$ cat config.mk
export PLATFORM = sky130hd
export DESIGN_NAME = cfg_serial_writer
export DESIGN_NICKNAME = d
export VERILOG_FILES = /design/src/rtl/cfg_pkg.sv /design/src/rtl/sync_edge.sv /design/src/rtl/cfg_serial_writer.sv
export SDC_FILE = /design/constraint.sdc
export NUM_CORES = 1
export LEC_CHECK = 0
export BUFFER_PORTS_ARGS = -buffer_cell sky130_fd_sc_hd__buf_2
export CORE_MARGIN = 2
export CORE_UTILIZATION = 56
export CTS_CLUSTER_SIZE = 8
export DETAILED_ROUTE_END_ITERATION = 8
export PLACE_DENSITY = 0.78
export RECOVER_POWER = 50
export SLEW_MARGIN = 5
export SYNTH_ARGS = -nofsm -noshare
export SYNTH_HDL_FRONTEND = slang
export SYNTH_SLANG_ARGS = --single-unit
$ cat constraint.sdc
create_clock -name clk -period 3.2 [get_ports clk]
set_clock_uncertainty 0.05 [all_clocks]
set_input_delay 0.16 -clock clk [delete_from_list [all_inputs] [get_ports clk]]
set_output_delay 0.16 -clock clk [all_outputs]
set_load 0.03 [all_outputs]
$ cat src/rtl/cfg_pkg.sv
// Shared constants and FSM encoding for the serial configuration writer and
// the configuration register decoder that consumes its write stream.
package cfg_pkg;
    localparam int ADDR_W     = 5;
    localparam int DATA_W     = 10;
    localparam int FRAME_BITS = ADDR_W + DATA_W;
    localparam int MAX_ADDR   = 26;

    typedef enum logic [1:0] {
        IDLE  = 2'd0,
        RECV  = 2'd1,
        ISSUE = 2'd2
    } cfg_wr_state_e;
endpackage

$ cat src/rtl/sync_edge.sv
// Multi-flop synchronizer for an asynchronous input, with rise/fall detect
// against one extra delay flop.
module sync_edge #(
    parameter int SYNC_STAGES = 2,
    parameter bit RST_VAL     = 1'b0
) (
    input  logic clk,
    input  logic rst_n,
    input  logic din,
    output logic dout,
    output logic rise,
    output logic fall
);
    logic [SYNC_STAGES-1:0] sync;
    logic                   dly;

    always_ff @(posedge clk or negedge rst_n) begin
        if (!rst_n) begin
            sync <= {SYNC_STAGES{RST_VAL}};
            dly  <= RST_VAL;
        end else begin
            sync <= {sync[SYNC_STAGES-2:0], din};
            dly  <= sync[SYNC_STAGES-1];
        end
    end

    assign dout = sync[SYNC_STAGES-1];
    assign rise = dout & ~dly;
    assign fall = ~dout & dly;
endmodule

$ cat src/rtl/cfg_serial_writer.sv
// 3-wire serial frame receiver issuing single-cycle valid/addr/data register
// writes; malformed (wrong length or out-of-range address) frames are counted.
module cfg_serial_writer #(
    parameter int ADDR_W      = cfg_pkg::ADDR_W,
    parameter int DATA_W      = cfg_pkg::DATA_W,
    parameter int MAX_ADDR    = cfg_pkg::MAX_ADDR,
    parameter int SYNC_STAGES = 2
) (
    input  logic              clk,
    input  logic              rst_n,
    input  logic              sck,
    input  logic              sdi,
    input  logic              csn,
    output logic              valid,
    output logic [ADDR_W-1:0] addr,
    output logic [DATA_W-1:0] data,
    output logic              frame_err,
    output logic [7:0]        err_cnt
);
    import cfg_pkg::*;

    localparam int FRAME_LEN = ADDR_W + DATA_W;
    localparam int CNT_W     = $clog2(FRAME_LEN + 2);

    logic sck_s, sck_rise, sck_fall;
    logic csn_s, csn_rise, csn_fall;
    logic sdi_s, sdi_unused_rise, sdi_unused_fall;

    sync_edge #(.SYNC_STAGES(SYNC_STAGES), .RST_VAL(1'b0)) u_sck (
        .clk(clk), .rst_n(rst_n), .din(sck), .dout(sck_s), .rise(sck_rise), .fall(sck_fall)
    );
    sync_edge #(.SYNC_STAGES(SYNC_STAGES), .RST_VAL(1'b1)) u_csn (
        .clk(clk), .rst_n(rst_n), .din(csn), .dout(csn_s), .rise(csn_rise), .fall(csn_fall)
    );
    sync_edge #(.SYNC_STAGES(SYNC_STAGES), .RST_VAL(1'b0)) u_sdi (
        .clk(clk), .rst_n(rst_n), .din(sdi), .dout(sdi_s), .rise(sdi_unused_rise), .fall(sdi_unused_fall)
    );

    logic unused_edges;
    assign unused_edges = ^{sck_s, sck_fall, sdi_unused_rise, sdi_unused_fall};

    cfg_wr_state_e          state, state_nxt;
    logic [FRAME_LEN-1:0]   sr;
    logic [CNT_W-1:0]       cnt;
    logic                   clr, shift, go, bad;
    logic [ADDR_W-1:0]      sr_addr;

    assign sr_addr = sr[FRAME_LEN-1 -: ADDR_W];

    always_ff @(posedge clk or negedge rst_n) begin
        if (!rst_n) state <= IDLE;
        else        state <= state_nxt;
    end

    // The shift gate requires csn_s low, so an sck edge coinciding with the
    // closing csn edge never lands in the frame.
    always_comb begin
        state_nxt = state;
        clr       = 1'b0;
        shift     = 1'b0;
        go        = 1'b0;
        bad       = 1'b0;
        case (state)
            IDLE: begin
                if (csn_fall) begin
                    state_nxt = RECV;
                    clr       = 1'b1;
                end
            end
            RECV: begin
                if (csn_rise) begin
                    if (cnt == CNT_W'(FRAME_LEN) && 32'(sr_addr) <= $unsigned(MAX_ADDR)) begin
                        state_nxt = ISSUE;
                        go        = 1'b1;
                    end else begin
                        state_nxt = IDLE;
                        bad       = 1'b1;
                    end
                end else if (sck_rise && !csn_s) begin
                    shift = 1'b1;
                end
            end
            ISSUE: begin
                if (csn_fall) begin
                    state_nxt = RECV;
                    clr       = 1'b1;
                end else begin
                    state_nxt = IDLE;
                end
            end
            default: state_nxt = IDLE;
        endcase
    end

    always_ff @(posedge clk or negedge rst_n) begin
        if (!rst_n) begin
            sr        <= '0;
            cnt       <= '0;
            valid     <= 1'b0;
            addr      <= '0;
            data      <= '0;
            frame_err <= 1'b0;
            err_cnt   <= 8'd0;
        end else begin
            if (clr) begin
                sr  <= '0;
                cnt <= '0;
            end else if (shift) begin
                sr <= {sr[FRAME_LEN-2:0], sdi_s};
                // Saturating one past a full frame keeps overlong frames invalid.
                if (cnt != CNT_W'(FRAME_LEN + 1)) cnt <= cnt + 1'b1;
            end
            valid     <= go;
            frame_err <= bad;
            if (go) begin
                addr <= sr_addr;
                data <= sr[DATA_W-1:0];
            end
            if (bad && err_cnt != 8'hFF) err_cnt <= err_cnt + 8'd1;
        end
    end
endmodule

Word level (Yosys, flattened, before mapping)
Index checks and enable logic that the tools add are counted.
{ "totals": {"word_cells": 60, "out_inout_bits": 25, "ff_bits": 55, "in_bits": 5} }
{ "op_classes": {"n_lt_le_gt_ge": 1, "eq_ne": 7, "muxes": 21, "reduce_logical": 10, "bitwise_logic": 6, "addsub": 2} }
{ "ops": {"columns": ["cell", "n"], "rows": [
  ["$mux 15", 2],
  ["$mux 5", 3],
  ["$mux 1", 12],
  ["$add 8x1->8 const B", 1],
  ["$ne 8x8->1 const B", 1],
  ["$mux 2", 3],
  ["$pmux 2 s3", 1],
  ["$add 5x1->5 const B", 1],
  ["$eq 5x4->1 const B", 1],
  ["$le 5x5->1 const B", 1],
  ["$ne 5x5->1 const B", 1],
  ["$ne 2x2->1 const B", 2],
  ["$reduce_and 2->1", 2],
  ["$reduce_bool 2->1", 2],
  ["$and 1x1->1", 3],
  ["$logic_and 1x1->1", 3],
  ["$not 1->1", 3],
  ["$eq 2x1->1 const B", 1],
  ["$eq 2x2->1 const B", 1],
  ["$logic_not 2->1", 1],
  ["$reduce_or 2->1", 1],
  ["$logic_not 1->1", 1]
]} }

Longest topological paths before layout
Gate-level depths: netlist (run 1).
{ "depth": {"depth_word": 8, "depth_mapped": 9} }

Cells and area by module
From an unflattened synthesis (run 1), not the netlist that was laid out.
{ "unflattened": {"cells_unflattened": 175, "area_unflattened_um2": 2366.0} }
{ "modules_own_cells": {"columns": ["module", "area_each_um2", "instances", "seq_area_each_um2", "cells_per_inst"], "rows": [
  ["cfg_serial_writer", 2092.0, 1, 1176.1, 160],
  ["sync_edge at u_sck ...", 90.1, 2, 75.1, 5],
  ["sync_edge at u_csn", 93.8, 1, 78.8, 5]
]} }

Worst setup path after synthesis (run 1)
No wires, ideal clock.
{ "synth_path": {"path_kind": "register to register", "startpoint": "register cnt[0]", "endpoint": "register err_cnt[1]", "t_arrival_ns": 2.118, "stages_incl_launch_ff": 8, "period_less_slack_ns": 2.293, "path_slack_ns": 0.907, "setup_time_ns": 0.125, "path_buffers": 0, "cell_sequence": "dfrtp_1 -> ha_1 -> and3_1 -> ha_1 -> nor2b_2 -> a221oi_2 -> and2_4 -> mux2_4"} }
{ "synth_via": {"elab_chain_cells": 6} }
{ "synth_rtl": {"columns": ["item", "line_no", "source"], "rows": [
  ["from (decl)", "cfg_serial_writer.sv:44", "logic [CNT_W-1:0] cnt;"],
  ["from (signal assigned)", "cfg_serial_writer.sv:111", "if (cnt != CNT_W'(FRAME_LEN + 1)) cnt <= cnt + 1'b1;"],
  ["$eq 5x4->1", "cfg_serial_writer.sv:72", "if (cnt == CNT_W'(FRAME_LEN) && 32'(sr_addr) <= $unsigned(MAX_ADDR)) begin"],
  ["$logic_and 1x1->1", "cfg_serial_writer.sv:72", null],
  ["$mux 1", "cfg_serial_writer.sv:72", null],
  ["$mux 1", "cfg_serial_writer.sv:71", "if (csn_rise) begin"],
  ["$mux 1", "cfg_serial_writer.sv:63", "case (state)"],
  ["via bad", "cfg_serial_writer.sv:45", "logic clr, shift, go, bad;"],
  ["$logic_and 1x1->1", "cfg_serial_writer.sv:119", "if (bad && err_cnt != 8'hFF) err_cnt <= err_cnt + 8'd1;"],
  ["to (signal assigned)", "cfg_serial_writer.sv:119", null],
  ["to (decl)", "cfg_serial_writer.sv:18", "output logic [7:0] err_cnt"]
]} }
The timed path passes the listed nets, and every way through them passes these cells.
A chain may end at the register's enable or synchronous reset.

Final worst setup path (run 1)
{ "layout_path": {"startpoint": "register cnt[0]", "endpoint": "register data[8]"} }
{ "layout_via": {"elab_chain_cells": 5} }
{ "layout_rtl": {"columns": ["item", "line_no", "source"], "rows": [
  ["$eq 5x4->1", "cfg_serial_writer.sv:72", null],
  ["$logic_and 1x1->1", "cfg_serial_writer.sv:72", null],
  ["$mux 1", "cfg_serial_writer.sv:72", null],
  ["$mux 1", "cfg_serial_writer.sv:71", null],
  ["$mux 1", "cfg_serial_writer.sv:63", null],
  ["to (signal assigned)", "cfg_serial_writer.sv:117", "data <= sr[DATA_W-1:0];"],
  ["to (decl)", "cfg_serial_writer.sv:16", "output logic [DATA_W-1:0] data,"]
]} }
No other way between the ends.

==> results of run 1 <==
-- flip-flops by register name, indices dropped and copies added, names as in the netlist --
name,count
u_csn.sync,2
u_csn.dly,1
frame_err,1
addr,5
state,2
cnt,5
u_sdi.sync,2
sr,15
data,10
err_cnt,8
u_sck.sync,2
u_sck.dly,1
valid,1
-- per-layer routing --
metal / vias up / wire [um] / global-route usage (%)
li1: 701 / - / -
met1: 699 / 1700 / 24.3
met2: 38 / 1830 / 27.9
met3: 11 / 173 / 4.50
met4: 0 / 93 / 10.7
met5: - / 0 / 0
-- final cells by class --
class | instances | area (um2) | area share (%)
multi-input combinational | 117 | 810 | 31.9
clock buffer | 7 | 76.3 | 3.01
sequential | 55 | 1380 | 54.4
tap | 50 | 62.6 | 2.47
clock inverter | 1 | 5.00 | 0.197
inverter | 7 | 26.3 | 1.04
timing repair buffer | 37 | 176 | 6.96
-- through the flow --
step / hold slack, ns / total power [W] / std cells / area (um2) / util [%]
5_1_grt: 0.310 / 0.00143 / 274 / 2540 / 64.3
3_3_place_gp: 0.192 / 0.00101 / 262 / 2450 / 62.2
2_1_floorplan: -0.186 / 0.000941 / 187 / 2260 / -
4_1_cts: 0.306 / 0.00137 / 274 / 2570 / 65.3
3_5_place_dp: 0.191 / 0.00101 / 262 / 2450 / 62.2
6_report: 0.303 / 0.00135 / 274 / 2540 / 64.3
-- layout by cell type, fill, tap and decap left out, drive strengths merged, types with 2 or more instances in the layout --
master,synthesis,layout
nand2,34,34
dfrtp,52,52
ha,4,4
and2,2,2
xnor2,5,5
nand4,2,2
a211oi,2,2
a21oi,19,19
a31oi,2,2
inv,7,7
nor2,5,5
nand3,5,5
nor2b,2,2
buf,4,5
dfstp,3,3
mux2,16,16
clkbuf,4,35
dlygate4sd3,0,4
and3,5,5
nand4bb,2,2
-- final timing paths --
path | start | endpoint | slack (ns) | cells past startpoint
worst min-delay path | u_sck.sync[0] | u_sck.sync[1] | 0.30 | 0
worst min register to register | u_sck.sync[0] | u_sck.sync[1] | 0.30 | 0
min in group asynchronous | rst_n | addr[2] | 0.75 | 2
worst max-delay path | cnt[0] | data[8] | 0.70 | 8
worst max register to register | cnt[0] | data[8] | 0.70 | 8
max in group asynchronous | rst_n | cnt[0] | 1.00 | 3
-- worst max-delay path, stage by stage (launching register included) --
cell and delay (ns):
dfrtp_1 0.43, ha_1 0.25, and3_1 0.19, ha_1 0.21, nor2b_2 0.17, a22oi_1 0.14
or2_1 0.37, buf_4 0.28, mux2_4 0.32
-- power by group through the flow --
| stage | clock [W] | sequential [W] | combinational (W) |
|---|---|---|---|
| after floorplan | 0 | 0.000847 | 0.0000940 |
| final | 0.000361 | 0.000791 | 0.000201 |
| after global routing | 0.000405 | 0.000798 | 0.000229 |
| after CTS | 0.000370 | 0.000791 | 0.000214 |
| after detailed placement | 0 | 0.000804 | 0.000210 |
| after global placement | 0 | 0.000802 | 0.000205 |
-- cells by family after synthesis --
group,count (synthesis)
simple gates,62
buf+inv,15
compound gates,28
fa+ha+maj,4
mux,17
flops,55
xor+xnor,6
-- timing repair --
| item | 4_1_cts | 5_1_grt |
|---|---|---|
| buffers inserted | 0 | 0 |
| setup endpoints to repair | 0 | 0 |
| hold buffers | 4 | 0 |
| hold endpoints to repair | 33 | 0 |
==> impl_results.md, run 1 <==
* Clk slew on worst S/H paths at 0.09 ns
* Sw frac at 28.6%
* Mapped Cells at 187
* Top cells by count, synth: 52 x dfrtp_1, 33 x nand2_1, 19 x a21oi_1
* Syn nets at 196
* Vias per cell at 5.29
* Core Region at 0.00394 mm2
* Final WS setup at 0.703 ns
* Synth cell types at 37
* Post_cts resized at 0
* Simple-gate area share of the yosys netlist at 13.8%
* Final setup violating endpoints at 0
* Largest family of logic cells by synthesized area: simple AND/OR/NAND/NOR gates
* Leakage power at 1.20 nW
* YS warnings at 0
* DR WL/cell at 13.9 um
* Syn Std Cell Area at 0.00226 mm2
* Share of cells above drive strength 1 at 14.3%
* Reg power frac at 58.5%
* CTS H-tree depth at 2
* Hold Vio Cnt, Final at 0
* Post-synth top area cell: dfrtp_1
* Top cells by area, synth: dfrtp_1 58%, mux2_4 6.0%, nand2_1 5.5%
* I/O Buffers at 29
* FMAX at 0.401 GHz
* Cell Rows at 23
* Final Max Slew Viols at 32
* Internal at 0.000966 W
* CP endpoint kind: flip-flop
* Most common cell in the netlist: dfrtp_1
* Compound-Gate Fraction of Synth Area at 7.37%
* HP Class: reg2reg
* Post-Route WL at 3800 um
* Post-synthesis mux area share at 9.92%
* Clock tree buffer depth at 2
* Die X at 67.5 um
* Vias at 1449
* Main synth FF type: dfrtp_1
* I/O pin count at 30
* Adder-Cell Fraction of Synth Area at 2.22%
* FFs w/ async S/R, synth at 100%
* Clock Sinks at 55
* Max-Cap Viols at 1
* Setup repair after global routing missed its margin: no
* Aggregate global routing overflow at 0
* Number of flops mapped to enable cells by yosys at 0
* Number of buffers created by CTS at 5
* Seq/Total Area, Yosys at 61.1%
* First-pass GRT wire length at 6090 um
* Post-route minimum period at 2.50 ns
* Remaining DRCs at 0
* Die area at 0.00456 mm2
* Filler cells at 342
* Share of the synthesized area in the top cell type at 57.6%
* Starting density of the core at 57.3%
* ANT cells at 0
* ANT nets after route at 0
* Peak supply drop at 321 uV
* Period utilisation layout at 78.0%
* DR pass1 iterations at 4
* Logic pwr share at 14.9%
* CTS tree: done
* Outcome: finished, violations left
* Xor/xnor cell area share of the yosys netlist at 2.33%
* Pin count of the biggest net entering global routing at 32
* Clk Latency, worst-skew pair at 0.30 ns
* Failing checks: max-capacitance violations, max-slew violations
* DRT iter0 DRCs at 98
* Synth Register Bits at 55
* Worst Path Class, Setup: reg2reg
* Max_slew headroom at -9.08%
* Slew @ Worst Pin at 1.64 ns
* Layout net count at 232
* Setup crit start kind: flip-flop
* PwrDens at 534 mW/mm2
* Vias in the first global route at 1338
* Die Y-Extent at 67.5 um
* CP arrival at 2.64 ns
* Dpl hpwl at 2560 um
* Data required, critical path at 3.34 ns
* Root Buffer: clkbuf_8
* GP Congestion at 0.735
* Initial antenna violation count at 0
* Clock network power share at 26.6%
* Syn Area/Cell at 12.1 um2
* Dpl ws at 0.690 ns
* Total Routing Usage GR at 18.5%
* Sw Pwr at 0.000388 W
* Setup TNS at 0 ns
* Crit path max fanout at 9
* Area growth from synthesis to layout at 12.3%
Power figures use the tool's default switching activity.
==> run 2: changes to the inputs <==
==> constraint.sdc (replaced) <==
create_clock -name clk -period 2.4 [get_ports clk]
set_clock_uncertainty 0.05 [all_clocks]
set_input_delay 0.12 -clock clk [delete_from_list [all_inputs] [get_ports clk]]
set_output_delay 0.12 -clock clk [all_outputs]
set_load 0.03 [all_outputs]
==> run 2 against run 1 <==
The flow now finishes without violations. Largest power group unchanged. Routed wire length rose by 2.7%. Final area rose by 2.5%. Critical path depth did not move.
==> impl_results.md, run 2 (synthesis results as in run 1) <==
* Worst Path Class, Setup: reg2reg
* Number of buffers created by CTS at 5 (unchanged)
* Final setup violating endpoints at 0 (unchanged)
* Remaining DRCs at 0 (unchanged)
* Cell Rows at 23 (unchanged)
* Clock network power share at 28.2% (+1.6 points)
* Post_cts resized at 0 (unchanged)
* Most frequent cells in the layout: 52 x dfrtp_1, 33 x nand2_1, 19 x a21oi_1
* Data required, critical path at 2.55 ns (-0.79 ns)
* Area growth from synthesis to layout at 15.1%
* Post-Route WL at 3900 um (+2.7%)
* CP endpoint kind: flip-flop
* Largest registers: sr: 15 flops, data: 10 flops, err_cnt: 8 flops
* Clk Latency, worst-skew pair at 0.31 ns (about the same)
* Clock Sinks at 55 (unchanged)
* Largest register FFs at 15 (unchanged)
* Commonest non-fill, non-tap cell in the layout: dfrtp_1
* I/O Buffers at 29 (unchanged)
* Share of cells above drive strength 1 at 21.1% (+6.8 points)
* Vias at 1478 (+2.0%)
* FMAX at 0.449 GHz (+12%)
* Sw Pwr at 0.000548 W (+41%)
* PwrDens at 725 mW/mm2 (+36%)
* Vias per cell at 5.32 (+0.53%)
* Initial antenna violation count at 0 (unchanged)
* Die X at 67.5 um (unchanged)
* Peak supply drop at 423 uV (+32%)
* Setup TNS at 0 ns (unchanged)
* Vias in the first global route at 1397 (+4.4%)
* Reg-to-reg endpoint: addr[4]
* DR WL/cell at 14.0 um (+1.2%)
* Number of placed cells counting well taps at 266 (+1.5%)
* Core Region at 0.00394 mm2 (unchanged)
* Max-Cap Viols at 0 (-1)
* Filler cells at 323 (-5.6%)
* Die area at 0.00456 mm2 (unchanged)
* Root Buffer: clkbuf_8
* Leakage power at 1.26 nW (+5.1%)
* Outcome: finished clean
* Sw frac at 29.1% (+0.46 points)
* Max_slew headroom at 13.9% (+23 points)
* DRT iter0 DRCs at 75 (-23%)
* Setup crit start kind: flip-flop
* Final Max Slew Viols at 0 (-100%)
* Setup repair after global routing missed its margin: no
* ANT nets after route at 0 (unchanged)
* Clock tree buffer depth at 2 (unchanged)
* Slew @ Worst Pin at 1.29 ns (-0.345 ns)
* Logic pwr share at 15.6% (+0.7 points)
* I/O pin count at 30 (unchanged)
* Crit path from: cnt[0]
* Reg2reg path depth at 8 (unchanged)
* GP Congestion at 0.779 (+6.0%)
* Period utilisation layout at 92.9% (+15 points)
* Pin count of the biggest net entering global routing at 56 (+75%)
* ANT cells at 0 (unchanged)
* Layout net count at 236 (+1.7%)
* Setup slack, reg-to-reg at 0.17 ns (-0.53 ns)
* Internal at 0.00134 W (+38%)
* First-pass GRT wire length at 6390 um (+4.9%)
* Biggest register: sr
* Hold Vio Cnt, Final at 0 (unchanged)
* HP Class: reg2reg
* Aggregate global routing overflow at 0 (unchanged)
* Starting density of the core at 57.3% (unchanged)
* Die Y-Extent at 67.5 um (unchanged)
* Critical path endpoint: addr[4]
* CP arrival at 2.38 ns (-0.26 ns)
* Reg power frac at 56.2% (-2.3 points)
* CTS H-tree depth at 2 (unchanged)
* CTS tree: done
* Non-Filler Instances at 278 (+1.5%)
* DR pass1 iterations at 4 (unchanged)
* Reg-to-reg critical path startpoint: cnt[0]
* Total Routing Usage GR at 19.3% (+0.77 points)
* Crit path max fanout at 9 (unchanged)
* Clk slew on worst S/H paths at 0.09 ns (about the same)
* Post-CTS Setup Bufs at 0 (unchanged)
* Post-route minimum period at 2.23 ns (-0.268 ns)
* Dpl hpwl at 2640 um (+3.2%)
run 2: cell type report:
cell class              count  area (um2)  area share, %
clock buffers               6        82.6           3.18
well taps                  50        62.6           2.41
multi-input cells         117         810           31.2
repair buffers             41         221           8.52
clock inverters             2        16.3          0.626
flip-flops and latches     55        1380           53.1
inverters                   7        26.3           1.01
run 2: worst max-delay path, stage by stage (launching register included):
cell and delay, ns:
dfrtp_1 0.43, ha_1 0.24, and3_1 0.19, ha_1 0.21, nor2b_2 0.18, a22oi_1 0.15
or2_1 0.14, buf_4 0.20, mux2_4 0.31
run 2: worst min-delay path by stage:
| stage | cells past startpoint | to | slack [ns] | startpoint |
|---|---|---|---|---|
| finish | 0 | u_sck.sync[1] | 0.31 | u_sck.sync[0] |
| global route | 0 | u_sck.sync[1] | 0.32 | u_sck.sync[0] |
| CTS | 0 | u_sck.sync[1] | 0.31 | u_sck.sync[0] |
| detailed placement | 1 | u_csn.sync[0] | 0.18 | csn |
| global placement | 1 | u_csn.sync[0] | 0.18 | csn |
| floorplan | 0 | addr[0] | -0.23 | rst_n |
run 2: routing by layer:
metal,vias up,GRT usage [%],routed length (um)
met4,0,8.16,65
met3,6,5.00,150
li1,710,-,-
met5,-,0,0
met2,34,31.1,1950
met1,728,24.6,1730
run 2: timing repair:
item                       in CTS  in global routing
setup endpoints to repair       0                  0
hold endpoints to repair       55                  0
hold buffers                    4                  0
run 2: per-stage QoR:
| stage | setup WS (ns) | hold WS (ns) | instance area (um2) | power (W) | utilization, % |
|---|---|---|---|---|---|
| after floorplan | 0.107 | -0.226 | 2260 | 0.00125 | - |
| final | 0.171 | 0.306 | 2600 | 0.00188 | 65.9 |
| after global placement | 0.257 | 0.176 | 2480 | 0.00135 | 63.0 |
| after detailed placement | 0.203 | 0.180 | 2480 | 0.00136 | 63.0 |
| after CTS | 0.186 | 0.308 | 2620 | 0.00191 | 66.5 |
| after global routing | 0.0583 | 0.315 | 2600 | 0.00198 | 65.9 |
run 2: power by group through the flow:
stage / clock network (W) / logic [W] / registers (W)
6_report: 0.000531 / 0.000294 / 0.00106
5_1_grt: 0.000583 / 0.000331 / 0.00107
3_3_place_gp: 0 / 0.000280 / 0.00107
2_1_floorplan: 0 / 0.000125 / 0.00113
4_1_cts: 0.000550 / 0.000301 / 0.00106
3_5_place_dp: 0 / 0.000290 / 0.00107
==> run 3: changes to the inputs <==
--- a/config.mk
+++ b/config.mk
@@ -6,11 +6,12 @@
 export NUM_CORES = 1
 export LEC_CHECK = 0
 export BUFFER_PORTS_ARGS = -buffer_cell sky130_fd_sc_hd__buf_2
+export CORE_ASPECT_RATIO = 0.8
 export CORE_MARGIN = 2
-export CORE_UTILIZATION = 56
+export CORE_UTILIZATION = 51
 export CTS_CLUSTER_SIZE = 8
 export DETAILED_ROUTE_END_ITERATION = 8
-export PLACE_DENSITY = 0.78
+export PLACE_DENSITY = 0.75
 export RECOVER_POWER = 50
 export SLEW_MARGIN = 5
 export SYNTH_ARGS = -nofsm -noshare
==> constraint.sdc (replaced) <==
create_clock -name clk -period 1.8 [get_ports clk]
set_clock_uncertainty 0.05 [all_clocks]
set_input_delay 0.09 -clock clk [delete_from_list [all_inputs] [get_ports clk]]
set_output_delay 0.09 -clock clk [all_outputs]
set_load 0.03 [all_outputs]
==> run 3 against run 2 <==
The flow now finishes with violations (negative setup slack). Combinational power up 57%. Power grew 37%. Routed wire length up 14%. Maximum frequency is 10% higher. Die area rose by 9.3%. Flip-flop and latch count stayed put. Global-route usage up 1.5 points. Worst hold slack improved by 0.00056 ns. First-iteration DRC count up 13%. Critical path type unchanged. Via count rose by 4.9%.
==> impl_results.md, run 3 (synthesis results as in run 1) <==
* Outcome: finished, violations left
* Failing checks: negative setup slack
* Data required, critical path at 1.94 ns (-0.61 ns)
* Crit path max fanout at 9 (unchanged)
* Period utilisation layout at 113% (+20 points)
* Hold Crit Endpoint: u_sdi.sync[1]
* Cell family with most CP delay: simple AND/OR/NAND/NOR gates
* Number of placed cells counting well taps at 284 (+6.8%)
* Non-Filler Instances at 303 (+9.0%)
* Reg2reg path depth at 8 (unchanged)
* Clock tree buffer depth at 2 (unchanged)
* Die X at 78.4 um (+16%)
* Hold path cells at 0 (unchanged)
* Overall Power at 0.00258 W (+37%)
* Clock Sinks at 55 (unchanged)
* Largest register FFs at 15 (unchanged)
* Utilization after layout at 68.6% (+2.7 points)
* Remaining DRCs at 0 (unchanged)
* Dpl hpwl at 2930 um (+11%)
* Aggregate global routing overflow at 0 (unchanged)
* Layout net count at 254 (+7.6%)
* Max_slew headroom at 14.3% (+0.37 points)
* Logic pwr share at 18.0% (+2.4 points)
* CP endpoint kind: flip-flop
* Setup crit start kind: flip-flop
* HP Class: reg2reg
* Share of cells above drive strength 1 at 33.3% (+12 points)
* FMAX at 0.494 GHz (+10%)
* Setup slack, reg-to-reg at -0.23 ns (-0.40 ns)
* Peak supply drop at 527 uV (+24%)
* Final setup violating endpoints at 25 (+25)
* Max-Cap Viols at 0 (unchanged)
* Dpl ws at -0.228 ns (-0.431 ns)
* CTS tree: done
* Post-Route WL at 4450 um (+14%)
* Final WS setup at -0.226 ns (-0.397 ns)
* Internal at 0.00183 W (+37%)
* Worst path cell trace: ha_2, and3_4, ha_4, nor2b_4, a22oi_2, or2_4, buf_12, mux2_4
* First-pass GRT wire length at 7920 um (+24%)
* Reg-to-reg endpoint: data[1]
* Total Routing Usage GR at 20.8% (+1.5 points)
* CTS H-tree depth at 2 (unchanged)
* I/O Buffers at 29 (unchanged)
* Reg power frac at 54.5% (-1.7 points)
* Clk slew on worst S/H paths at 0.09 ns (about the same)
* Slew @ Worst Pin at 1.29 ns (-0.00551 ns)
* Leakage power at 1.39 nW (+10%)
* HP Start: u_sdi.sync[0]
* Initial antenna violation count at 0 (unchanged)
* CP peak stage delay at 0.37 ns (-0.06 ns)
* Reg-to-reg critical path startpoint: cnt[1]
* Most frequent cells in the layout: 52 x dfrtp_1, 33 x nand2_1, 19 x clkbuf_1, 19 x buf_4, 17 x a21oi_1
* DR pass1 iterations at 4 (unchanged)
* Hold Vio Cnt, Final at 0 (unchanged)
* Worst hold slack at 0.306 ns (+0.000562 ns)
* Worst Path Class, Setup: reg2reg
* Root Buffer: clkbuf_8
* Setup repair after global routing missed its margin: yes
* Vias in the first global route at 1613 (+15%)
* CP max stage cell: dfrtp_1
* Die area at 0.00498 mm2 (+9.3%)
* ANT cells at 0 (unchanged)
* Vias per cell at 5.12 (-3.7%)
* Vias at 1551 (+4.9%)
* Filler cells at 306 (-5.3%)
* Number of buffers created by CTS at 5 (unchanged)
* Clock network power share at 27.5% (-0.7 points)
* Die Y-Extent at 63.5 um (-5.9%)
* Core Region at 0.00423 mm2 (+7.3%)
* Area growth from synthesis to layout at 28.6%
* ANT nets after route at 0 (unchanged)
* Sw Pwr at 0.000753 W (+37%)
* CP arrival at 2.17 ns (-0.21 ns)
* Clk Latency, worst-skew pair at 0.31 ns (about the same)
* Commonest non-fill, non-tap cell in the layout: dfrtp_1
* DR WL/cell at 14.7 um (+4.9%)
* DRT iter0 DRCs at 85 (+13%)
* GP Congestion at 0.810 (+4.1%)
* WP buf/inv at 1 (unchanged)
* PwrDens at 888 mW/mm2 (+23%)
* Starting density of the core at 53.4% (-3.9 points)
* Final Max Slew Viols at 0 (unchanged)
* Sw frac at 29.2% (+0.093 points)
* I/O pin count at 30 (unchanged)
* Cell Rows at 21 (-8.7%)
* Biggest register: sr
* Post-route minimum period at 2.03 ns (-0.203 ns)
* Largest registers: sr: 15 flops, data: 10 flops, err_cnt: 8 flops
* Pin count of the biggest net entering global routing at 25 (-55%)
==> run 3: changes by cell type in the layout (fill, tap and decap cells not counted), sizes merged <==
cell and delta:
clkinvlp -1, clkbuf +1, buf +18
==> run 3: metal layers <==
| layer | up-vias | track usage, % | share of wire [%] |
|---|---|---|---|
| met5 | - | 0 | 0 |
| met2 | 32 | 32.0 | 46 |
| met3 | 10 | 3.87 | 3.6 |
| met4 | 0 | 8.55 | 2.0 |
| li1 | 752 | - | - |
| met1 | 757 | 29.2 | 48 |
==> run 3: power by group through the flow <==
stage | logic [W] | registers [W] | clock network (W)
floorplan | 0.000172 | 0.00151 | 0
global placement | 0.000417 | 0.00142 | 0
detailed placement | 0.000433 | 0.00143 | 0
CTS | 0.000451 | 0.00140 | 0.000729
global route | 0.000510 | 0.00143 | 0.000775
finish | 0.000463 | 0.00141 | 0.000710
==> run 3: how the worst max path moves through the flow <==
stage,slack [ns],endpoint,cells past startpoint,startpoint
final,-0.23,data[1],8,cnt[1]
after global routing,-0.29,data[0],8,cnt[1]
after CTS,-0.21,data[1],8,cnt[1]
after detailed placement,-0.23,data[1],8,cnt[1]
after global placement,-0.16,data[6],8,cnt[1]
after floorplan,-0.27,addr[0],9,cnt[0]
==> run 3: repair_timing <==
action                     4_1_cts  5_1_grt
resized for setup               14        6
hold buffers                     4        0
hold endpoints to repair        25        0
buffers inserted                 4        2
gates cloned                     1        0
pin swaps                        6        1
setup endpoints to repair       23       25
==> run 3: final cells by class <==
type	instances	area, um2	share of cell area [%]
sequential	55	1380	47.5
clock buffer	7	86.3	2.97
clock inverter	1	8.76	0.302
tap	57	71.3	2.46
multi-input combinational	117	913	31.5
inverter	7	26.3	0.905
timing repair buffer	59	418	14.4
==> run 3: per-stage QoR <==
step           TNS (ns)  instance area [um2]
2_1_floorplan     -3.36                 2300
3_5_place_dp      -3.61                 2620
6_report          -4.03                 2900
4_1_cts           -3.63                 2870
5_1_grt           -5.90                 2900
3_3_place_gp      -2.41                 2620
